File: config.mk
export PLATFORM = sky130hd
export DESIGN_NAME = imem_arbiter_flat
export DESIGN_NICKNAME = d
export VERILOG_FILES = /design/src/rtl/imem_arbiter_if.sv /design/src/rtl/imem_arbiter.sv /design/src/flat_wrapper.sv
export SDC_FILE = /design/constraint.sdc
export NUM_CORES = 1
export LEC_CHECK = 0
export CAP_MARGIN = 20
export CORE_UTILIZATION = 24
export DETAILED_ROUTE_END_ITERATION = 8
export HOLD_SLACK_MARGIN = 0.03
export PLACE_DENSITY = 0.77
export SLEW_MARGIN = 25
export SYNTH_ARGS = -nofsm -noshare
export SYNTH_HDL_FRONTEND = slang
export SYNTH_SLANG_ARGS = --single-unit
File: constraint.sdc
create_clock -name clk -period 1.93 [get_ports clk]
set_input_delay 0.579 -clock clk [delete_from_list [all_inputs] [get_ports clk]]
set_output_delay 0.579 -clock clk [all_outputs]
set_load 0.05 [all_outputs]
File: src/rtl/imem_arbiter_if.sv
// ---------------------------------------------------------------------------
// imem_arbiter_if
// Bundles every signal between the instruction-memory arbiter, its two
// requesters and the single-port instruction memory.
//   fetch  : f_req, f_addr -> f_gnt, f_rvalid, f_rdata
//   loader : ld_req, ld_we, ld_addr, ld_wdata, ld_lock -> ld_gnt, ld_rvalid,
//            ld_rdata
//   status : lock_active, lock_timeout
//   memory : mem_addr, mem_we, mem_wdata -> mem_rdata (registered read)
// Modports:
//   slave  - the arbiter's view
//   master - the environment's view (requesters plus memory)
// ---------------------------------------------------------------------------
interface imem_arbiter_if #(
    parameter int ADDR_W = 8,
    parameter int DATA_W = 32
);
    logic              f_req;
    logic [ADDR_W-1:0] f_addr;
    logic              f_gnt;
    logic              f_rvalid;
    logic [DATA_W-1:0] f_rdata;

    logic              ld_req;
    logic              ld_we;
    logic [ADDR_W-1:0] ld_addr;
    logic [DATA_W-1:0] ld_wdata;
    logic              ld_lock;
    logic              ld_gnt;
    logic              ld_rvalid;
    logic [DATA_W-1:0] ld_rdata;

    logic              lock_active;
    logic              lock_timeout;

    logic [ADDR_W-1:0] mem_addr;
    logic              mem_we;
    logic [DATA_W-1:0] mem_wdata;
    logic [DATA_W-1:0] mem_rdata;

    modport slave (
        input  f_req, f_addr,
        output f_gnt, f_rvalid, f_rdata,
        input  ld_req, ld_we, ld_addr, ld_wdata, ld_lock,
        output ld_gnt, ld_rvalid, ld_rdata,
        output lock_active, lock_timeout,
        output mem_addr, mem_we, mem_wdata,
        input  mem_rdata
    );

    modport master (
        output f_req, f_addr,
        input  f_gnt, f_rvalid, f_rdata,
        output ld_req, ld_we, ld_addr, ld_wdata, ld_lock,
        input  ld_gnt, ld_rvalid, ld_rdata,
        input  lock_active, lock_timeout,
        input  mem_addr, mem_we, mem_wdata,
        output mem_rdata
    );
endinterface

File: src/rtl/imem_arbiter.sv
// ---------------------------------------------------------------------------
// imem_arbiter
// Shares a single-port, synchronous-read instruction memory between the core
// fetch stage (F, read-only) and a loader/debug port (L, read or write).
// One access is granted per cycle; read data returns one cycle after the
// grant and is steered to the winner with an rvalid strobe.
// A level-sensitive loader lock gives L exclusive access; a watchdog ends the
// exclusivity after LOCK_MAX consecutive locked cycles and raises a sticky
// lock_timeout flag.
// Ports:
//   clk    - rising-edge clock
//   rst_n  - asynchronous active-low reset
//   bus    - imem_arbiter_if.slave (fetch, loader, status and memory signals)
// ---------------------------------------------------------------------------
module imem_arbiter #(
    parameter int ADDR_W   = 8,
    parameter int DATA_W   = 32,
    parameter int LOCK_MAX = 1024
) (
    input  logic           clk,
    input  logic           rst_n,
    imem_arbiter_if.slave  bus
);
    localparam int CNT_W = $clog2(LOCK_MAX + 1);
    localparam logic [CNT_W-1:0] LOCK_LAST = CNT_W'(LOCK_MAX - 1);

    typedef enum logic [1:0] {
        ST_RUN     = 2'd0,
        ST_LOCK    = 2'd1,
        ST_TIMEOUT = 2'd2
    } state_t;

    // Round-robin memory: which requester won the most recent grant.
    localparam logic RR_F = 1'b0;
    localparam logic RR_L = 1'b1;

    state_t            state_reg, state_next;
    logic              rr_last_reg, rr_last_next;
    logic [CNT_W-1:0]  lock_cnt_reg, lock_cnt_next;
    logic              lock_active_reg;
    logic              lock_timeout_reg, lock_timeout_next;
    logic              f_rvalid_reg, ld_rvalid_reg;
    logic              f_gnt_c, ld_gnt_c;
    logic [ADDR_W-1:0] mem_addr_c;
    logic [DATA_W-1:0] rdata_w;

    // -----------------------------------------------------------------------
    // Arbitration and next-state logic
    // -----------------------------------------------------------------------
    always_comb begin
        f_gnt_c           = 1'b0;
        ld_gnt_c          = 1'b0;
        state_next        = state_reg;
        lock_cnt_next     = '0;
        lock_timeout_next = lock_timeout_reg;

        // Grants are held low for the whole time reset is asserted.
        if (rst_n) begin
            if (state_reg == ST_LOCK) begin
                ld_gnt_c = bus.ld_req;
            end else if (bus.f_req && bus.ld_req) begin
                // Contention: the side that did not win last time goes first.
                if (rr_last_reg == RR_L) f_gnt_c  = 1'b1;
                else                     ld_gnt_c = 1'b1;
            end else begin
                f_gnt_c  = bus.f_req;
                ld_gnt_c = bus.ld_req;
            end
        end

        case (state_reg)
            ST_RUN: begin
                if (bus.ld_lock) state_next = ST_LOCK;
            end
            ST_LOCK: begin
                if (!bus.ld_lock) begin
                    state_next = ST_RUN;
                end else if (lock_cnt_reg == LOCK_LAST) begin
                    // This was the LOCK_MAX-th locked cycle: hand fetch back.
                    state_next        = ST_TIMEOUT;
                    lock_timeout_next = 1'b1;
                end else begin
                    lock_cnt_next = lock_cnt_reg + CNT_W'(1);
                end
            end
            ST_TIMEOUT: begin
                if (!bus.ld_lock) state_next = ST_RUN;
            end
            default: state_next = ST_RUN;
        endcase

        if (f_gnt_c)       rr_last_next = RR_F;
        else if (ld_gnt_c) rr_last_next = RR_L;
        else               rr_last_next = rr_last_reg;
    end

    // -----------------------------------------------------------------------
    // State and response registers
    // -----------------------------------------------------------------------
    always_ff @(posedge clk or negedge rst_n) begin
        if (!rst_n) begin
            state_reg        <= ST_RUN;
            rr_last_reg      <= RR_L;
            lock_cnt_reg     <= '0;
            lock_active_reg  <= 1'b0;
            lock_timeout_reg <= 1'b0;
            f_rvalid_reg     <= 1'b0;
            ld_rvalid_reg    <= 1'b0;
        end else begin
            state_reg        <= state_next;
            rr_last_reg      <= rr_last_next;
            lock_cnt_reg     <= lock_cnt_next;
            lock_active_reg  <= (state_next == ST_LOCK);
            lock_timeout_reg <= lock_timeout_next;
            // Owner tag for the read data the memory returns next cycle.
            f_rvalid_reg     <= f_gnt_c;
            ld_rvalid_reg    <= ld_gnt_c && !bus.ld_we;
        end
    end

    // -----------------------------------------------------------------------
    // Memory port mux and outputs
    // -----------------------------------------------------------------------
    assign mem_addr_c = ld_gnt_c ? bus.ld_addr : bus.f_addr;
    assign rdata_w    = bus.mem_rdata;

    assign bus.mem_addr     = mem_addr_c;
    assign bus.mem_we       = ld_gnt_c && bus.ld_we;
    assign bus.mem_wdata    = bus.ld_wdata;

    assign bus.f_gnt        = f_gnt_c;
    assign bus.ld_gnt       = ld_gnt_c;
    assign bus.f_rvalid     = f_rvalid_reg;
    assign bus.ld_rvalid    = ld_rvalid_reg;
    assign bus.f_rdata      = rdata_w;
    assign bus.ld_rdata     = rdata_w;
    assign bus.lock_active  = lock_active_reg;
    assign bus.lock_timeout = lock_timeout_reg;

endmodule

File: src/flat_wrapper.sv
// flat-port wrapper written by rule: the top's interface ports become plain ports
module imem_arbiter_flat 
#(
    parameter int ADDR_W   = 8,
    parameter int DATA_W   = 32,
    parameter int LOCK_MAX = 1024
)
  (clk, rst_n, bus_f_req, bus_f_addr, bus_f_gnt, bus_f_rvalid, bus_f_rdata, bus_ld_req, bus_ld_we, bus_ld_addr, bus_ld_wdata, bus_ld_lock, bus_ld_gnt, bus_ld_rvalid, bus_ld_rdata, bus_lock_active, bus_lock_timeout, bus_mem_addr, bus_mem_we, bus_mem_wdata, bus_mem_rdata);
  imem_arbiter_if #(.ADDR_W(ADDR_W), .DATA_W(DATA_W)) bus_i ();
  input  logic clk;
  input  logic rst_n;
  input wire logic [$bits(bus_i.f_req)-1:0] bus_f_req;
  input wire logic [$bits(bus_i.f_addr)-1:0] bus_f_addr;
  output wire logic [$bits(bus_i.f_gnt)-1:0] bus_f_gnt;
  output wire logic [$bits(bus_i.f_rvalid)-1:0] bus_f_rvalid;
  output wire logic [$bits(bus_i.f_rdata)-1:0] bus_f_rdata;
  input wire logic [$bits(bus_i.ld_req)-1:0] bus_ld_req;
  input wire logic [$bits(bus_i.ld_we)-1:0] bus_ld_we;
  input wire logic [$bits(bus_i.ld_addr)-1:0] bus_ld_addr;
  input wire logic [$bits(bus_i.ld_wdata)-1:0] bus_ld_wdata;
  input wire logic [$bits(bus_i.ld_lock)-1:0] bus_ld_lock;
  output wire logic [$bits(bus_i.ld_gnt)-1:0] bus_ld_gnt;
  output wire logic [$bits(bus_i.ld_rvalid)-1:0] bus_ld_rvalid;
  output wire logic [$bits(bus_i.ld_rdata)-1:0] bus_ld_rdata;
  output wire logic [$bits(bus_i.lock_active)-1:0] bus_lock_active;
  output wire logic [$bits(bus_i.lock_timeout)-1:0] bus_lock_timeout;
  output wire logic [$bits(bus_i.mem_addr)-1:0] bus_mem_addr;
  output wire logic [$bits(bus_i.mem_we)-1:0] bus_mem_we;
  output wire logic [$bits(bus_i.mem_wdata)-1:0] bus_mem_wdata;
  input wire logic [$bits(bus_i.mem_rdata)-1:0] bus_mem_rdata;
  assign bus_i.f_req = bus_f_req;
  assign bus_i.f_addr = bus_f_addr;
  assign bus_f_gnt = bus_i.f_gnt;
  assign bus_f_rvalid = bus_i.f_rvalid;
  assign bus_f_rdata = bus_i.f_rdata;
  assign bus_i.ld_req = bus_ld_req;
  assign bus_i.ld_we = bus_ld_we;
  assign bus_i.ld_addr = bus_ld_addr;
  assign bus_i.ld_wdata = bus_ld_wdata;
  assign bus_i.ld_lock = bus_ld_lock;
  assign bus_ld_gnt = bus_i.ld_gnt;
  assign bus_ld_rvalid = bus_i.ld_rvalid;
  assign bus_ld_rdata = bus_i.ld_rdata;
  assign bus_lock_active = bus_i.lock_active;
  assign bus_lock_timeout = bus_i.lock_timeout;
  assign bus_mem_addr = bus_i.mem_addr;
  assign bus_mem_we = bus_i.mem_we;
  assign bus_mem_wdata = bus_i.mem_wdata;
  assign bus_i.mem_rdata = bus_mem_rdata;
  imem_arbiter #(.ADDR_W(ADDR_W), .DATA_W(DATA_W), .LOCK_MAX(LOCK_MAX)) u_core (.clk(clk), .rst_n(rst_n), .bus(bus_i));
endmodule
## Word level (Yosys, flattened, before mapping)

Cells that the tools add are included.

| word-level totals | value |
|---|---|
| word-level logic and storage cells | 38 |
| output and inout port bits | 111 |
| bits in registers | 18 |

| cells by class | value |
|---|---|
| reduce and logical (&&, ||, !) cells | 7 |
| equality and inequality tests | 4 |
| add/sub/neg operators | 1 |
| muxes and demuxes | 19 |

Operator list:

| operator | count |
|---|---|
| two-way mux 11 bit | 3 |
| adder 11 x 1 -> 11 bit, second input constant | 1 |
| equality test 11 x 10 -> 1 bit, second input constant | 1 |
| two-way mux 1 bit | 10 |
| two-way mux 2 bit | 4 |
| two-way mux 8 bit | 1 |
| one-hot mux 2 bit (3 select lines) | 1 |
| equality test 2 x 1 -> 1 bit, second input constant | 2 |
| logical AND 1 bit | 3 |
| AND reduction 3 bit | 1 |
| equality test 2 bit, second input constant | 1 |
| logical NOT 2 bit | 1 |
| nonzero test 2 bit | 1 |
| logical NOT 1 bit | 1 |

## Longest topological paths before layout

| depth | value |
|---|---|
| depth after elaboration | 6 |
| gate-level depth with buffers | 4 |
| depth with buffers taken out | 4 |

## Worst setup path after synthesis

OpenSTA, ideal clock, no wires.

| timing | value |
|---|---|
| kind | input to output |
| start | input port rst_n |
| end | output port bus_mem_addr[0] |
| stages on the path | 4 |
| arrival | 1662 ps |
| path slack | -311 ps |
| buffers on the path | 1 |
| cells stage by stage | nand2_1 -> a31oi_1 -> buf_2 -> mux2_2 |

| between the ends | value |
|---|---|
| cells in the longest elaborated chain, start to end | 2 |

RTL lines:

| element | RTL line | RTL |
|---|---|---|
| from (decl) | flat_wrapper.sv:11 | `input logic rst_n;` |
| two-way mux 1 bit | imem_arbiter.sv:58 | `if (rst_n) begin` |
| named net bus_ld_gnt | flat_wrapper.sv:22 | `output wire logic [$bits(bus_i.ld_gnt)-1:0] bus_ld_gnt;` |
| two-way mux 8 bit | imem_arbiter.sv:124 | `assign mem_addr_c = ld_gnt_c ? bus.ld_addr : bus.f_addr;` |
| to (decl) | flat_wrapper.sv:27 | `output wire logic [$bits(bus_i.mem_addr)-1:0] bus_mem_addr;` |

The timed path passes the listed nets, and every way through them passes these cells.

## Worst setup path after layout

| timing | value |
|---|---|
| start | register u_core.state_reg[1] |
| end | output port bus_mem_addr[6] |

| between the ends | value |
|---|---|
| cells in the longest elaborated chain, start to end | 4 |

RTL lines:

| element | RTL line | RTL |
|---|---|---|
| from (decl) | imem_arbiter.sv:37 | `state_t state_reg, state_next;` |
| from (signal assigned) | imem_arbiter.sv:110 | `state_reg <= state_next;` |
| equality test 2 x 1 -> 1 bit | imem_arbiter.sv:59 | `if (state_reg == ST_LOCK) begin` |
| two-way mux 1 bit | imem_arbiter.sv:59 |  |
| two-way mux 1 bit | imem_arbiter.sv:58 |  |
| two-way mux 8 bit | imem_arbiter.sv:124 |  |

No other way between the ends.

==> flow_metrics.tcl <==
set metrics [dict create \
    status "finished with violations" \
    violations "design-rule violations, negative setup slack" \
    clk_path_buf_depth 2 \
    tns_ns -2.40 \
    grt_pass1_wl_um 4970 \
    ff2ff_path_depth 4 \
    core_um2 6460 \
    power.switching_mw 0.262 \
    yosys.area.top_type "buf_4" \
    comb_power_share_pct 28.5 \
    netlist_area_um2 1640 \
    cts-root-buf "clkbuf_8" \
    stdcell_count 211 \
    p_leak_nw 0.682 \
    dp_hpwl_um 2730 \
    clock_latency_ns 0.26 \
    cp_max_fo 4 \
    rows 29 \
    start_util_pct 25.4 \
    pre_cts_ws_ns -0.751 \
    synthesis.nets 266 \
    hold_class "in -> async" \
    synth_edf_count 0 \
    cap_violations 0 \
    slowest_stage "dfrtp_1" \
    synth_commonest_cells "buf_4 (96), dfrtp_1 (17), a21oi_1 (8), mux2_2 (8), nor2_1 (5)" \
    diodes 0 \
    required_ns 1.35 \
    die_w_um 84.6 \
    r2r_slack_ns 0.31 \
    vias_per_cell 4.38 \
    power_frac_clock_pct 29.1 \
    path_buf_inv 2 \
    nFillCells 671 \
    overflow 0 \
    cp_num_cells 5 \
    route.detailed.drc 8 \
    crit_type "reg -> out" \
    synth-seq-area-share_pct 27.6 \
    cts_buffers 3 \
    fin_area_um2 1640 \
    drv_slew 0 \
    ys.warnings.count 0 \
    io_pins 197 \
    fin_worst_skew_ns 0.00968 \
    wl_um 3400 \
    fin_nets 222 \
    dp_cells 204 \
    path_cells "nand2b_4 > a31oi_4 > buf_6 > mux2_4 > buf_6" \
    hold_violations 0 \
    cp-end-kind "primary output" \
    io_buffers 36 \
    max-vdd-ir-drop_mv 0.225 \
    syn_area_per_cell_um2 9.16 \
    crit_family "flip-flops" \
    yosysMostFrequentCell "buf_4" \
    post-route-min-period_ns 2.20 \
    max_stage_delay_ns 0.38 \
    grt_start_max_net_pins 21 \
    placement.cell_area_um2 1510 \
    drtIter0Drc 44 \
    finalPower_mw 0.931 \
    drt_pre_antenna_iters 8 \
    vias 924 \
    cp_data_arrival_time_ns 1.62 \
    path_common_cell "buf_6" \
    p_per_area_nw_per_um2 568 \
    synthArstFlopShare_pct 100 \
    critPathLaunchType "register" \
    grt_pass1_vias 902 \
    slew_headroom_pct 63.5 \
    fin_crit_sh_pct 114 \
    synth-main-ff-cell "dfrtp_1" \
    synth.area.top_cells "buf_4 (44%), dfrtp_1 (26%), mux2_2 (5.5%)" \
    finalSetupViolCount 10 \
    swShare_pct 28.1 \
    dieArea_um2 7160 \
    die_h_um 84.6 \
    grt_use_total_pct 9.16 \
    cts_sinks 18 \
    syn_to_final_growth_pct -0.000122 \
    antenna_found_initial 0 \
    wire_per_inst_um 16.1 \
    seq_power_share_pct 42.4 \
    fin_ws_ns -0.272 \
    max_freq_mhz 454 \
    gp_congestion 0.749 \
    ys_ff_latch 18 \
    postRouteAntennaNets 0 \
    synth_top_area_share_pct 44.0 \
    grt_setup_unrepaired "yes" \
    path_clk_slew_ns 0.07 \
    internal_power_mw 0.670 \
    ys_types 34 \
    cts_tree "done" \
    syn_inst 179 \
    drive_gt1_share_pct 38.1 \
    ctsHtreeMaxLevel 1 \
    largest_reg_flops 11 \
    tightest_slew_ns 0.541 \
]
==> routing by layer <==
layer	vias to the layer above	global-route usage (%)	wire, um
met3	14	5.31	452
met2	70	17.4	1920
met5	-	0	0
met4	0	4.47	74
li1	410	-	-
met1	430	7.46	947
==> kinds of logic after synthesis <==
family | Yosys count | synth area share [%]
buffers and inverters | 99 | 44.7
and+or+nand+nor | 31 | 11.9
AOI/OAI and AO/OA | 19 | 7.94
DFF | 18 | 27.6
muxes | 8 | 5.50
xor gates and xnor gates | 3 | 1.60
adders and majority gates | 1 | 0.763
==> metrics by stage <==
step                      util, %  hold slack [ns]
final                        25.4            0.327
after global routing         25.4            0.334
after CTS                    25.4            0.397
after detailed placement     23.4            0.455
after global placement       23.4            0.450
after floorplan                 -            0.283
==> layout by cell type, fill, tap and decap left out, drive strengths merged, types with 2 or more instances in the layout <==
master,netlist,final
a21oi,8,8
a31oi,2,2
and2,2,2
buf,97,30
clkbuf,0,4
clkdlybuf4s50,0,18
dfrtp,17,17
inv,2,2
mux2,8,8
nand2,4,4
nand2b,4,4
nand3,4,4
nor2,5,5
nor2b,2,2
o21ai,2,2
o31ai,2,2
or3,2,2
or4,2,2
xnor2,2,2
==> power groups by stage <==
stage	Combinational (mW)	Clock [mW]	Sequential [mW]
final	0.265	0.271	0.395
after global routing	0.279	0.303	0.396
after CTS	0.269	0.281	0.395
after detailed placement	0.239	0	0.402
after global placement	0.236	0	0.402
after floorplan	0.654	0	0.412
==> worst register-to-register path, stage by stage (launching register included) <==
cell and delay (ns):
dfrtp_1 0.39, ha_1 0.24, nand3_4 0.14, o41ai_2 0.61
nor2_1 0.10
==> cell type report <==
| class | instances | area, um^2 | share of cell area (%) |
|---|---|---|---|
| well taps | 77 | 96.3 | 5.88 |
| multi-input cells | 62 | 527 | 32.1 |
| inverters | 2 | 7.51 | 0.458 |
| repair buffers | 48 | 512 | 31.2 |
| flip-flops and latches | 18 | 452 | 27.6 |
| clock buffers | 4 | 45.0 | 2.75 |
==> final timing paths <==
| path | start | end |
|---|---|---|
| setup / recovery | u_core.state_reg[1] | bus_mem_addr[6] |
| hold / removal | rst_n | u_core.lock_cnt_reg[8] |
| setup reg to reg | u_core.lock_cnt_reg[0] | u_core.lock_cnt_reg[3] |
| hold reg to reg | u_core.bus.lock_timeout | u_core.bus.lock_timeout |
| max in group asynchronous | rst_n | u_core.rr_last_reg |
| min in group clk | u_core.bus.lock_timeout | u_core.bus.lock_timeout |
==> what timing repair did <==
| item | 4_1_cts | 5_1_grt |
|---|---|---|
| hold endpoints to repair | 0 | 0 |
| setup endpoints to repair | 11 | 11 |
| setup buffers | 2 | 1 |
| resized for setup | 27 | 6 |
| gates cloned | 1 | 0 |
| pin swaps | 2 | 2 |
| hold buffers | 0 | 0 |
No activity file was read; power rests on OpenSTA's default activity.
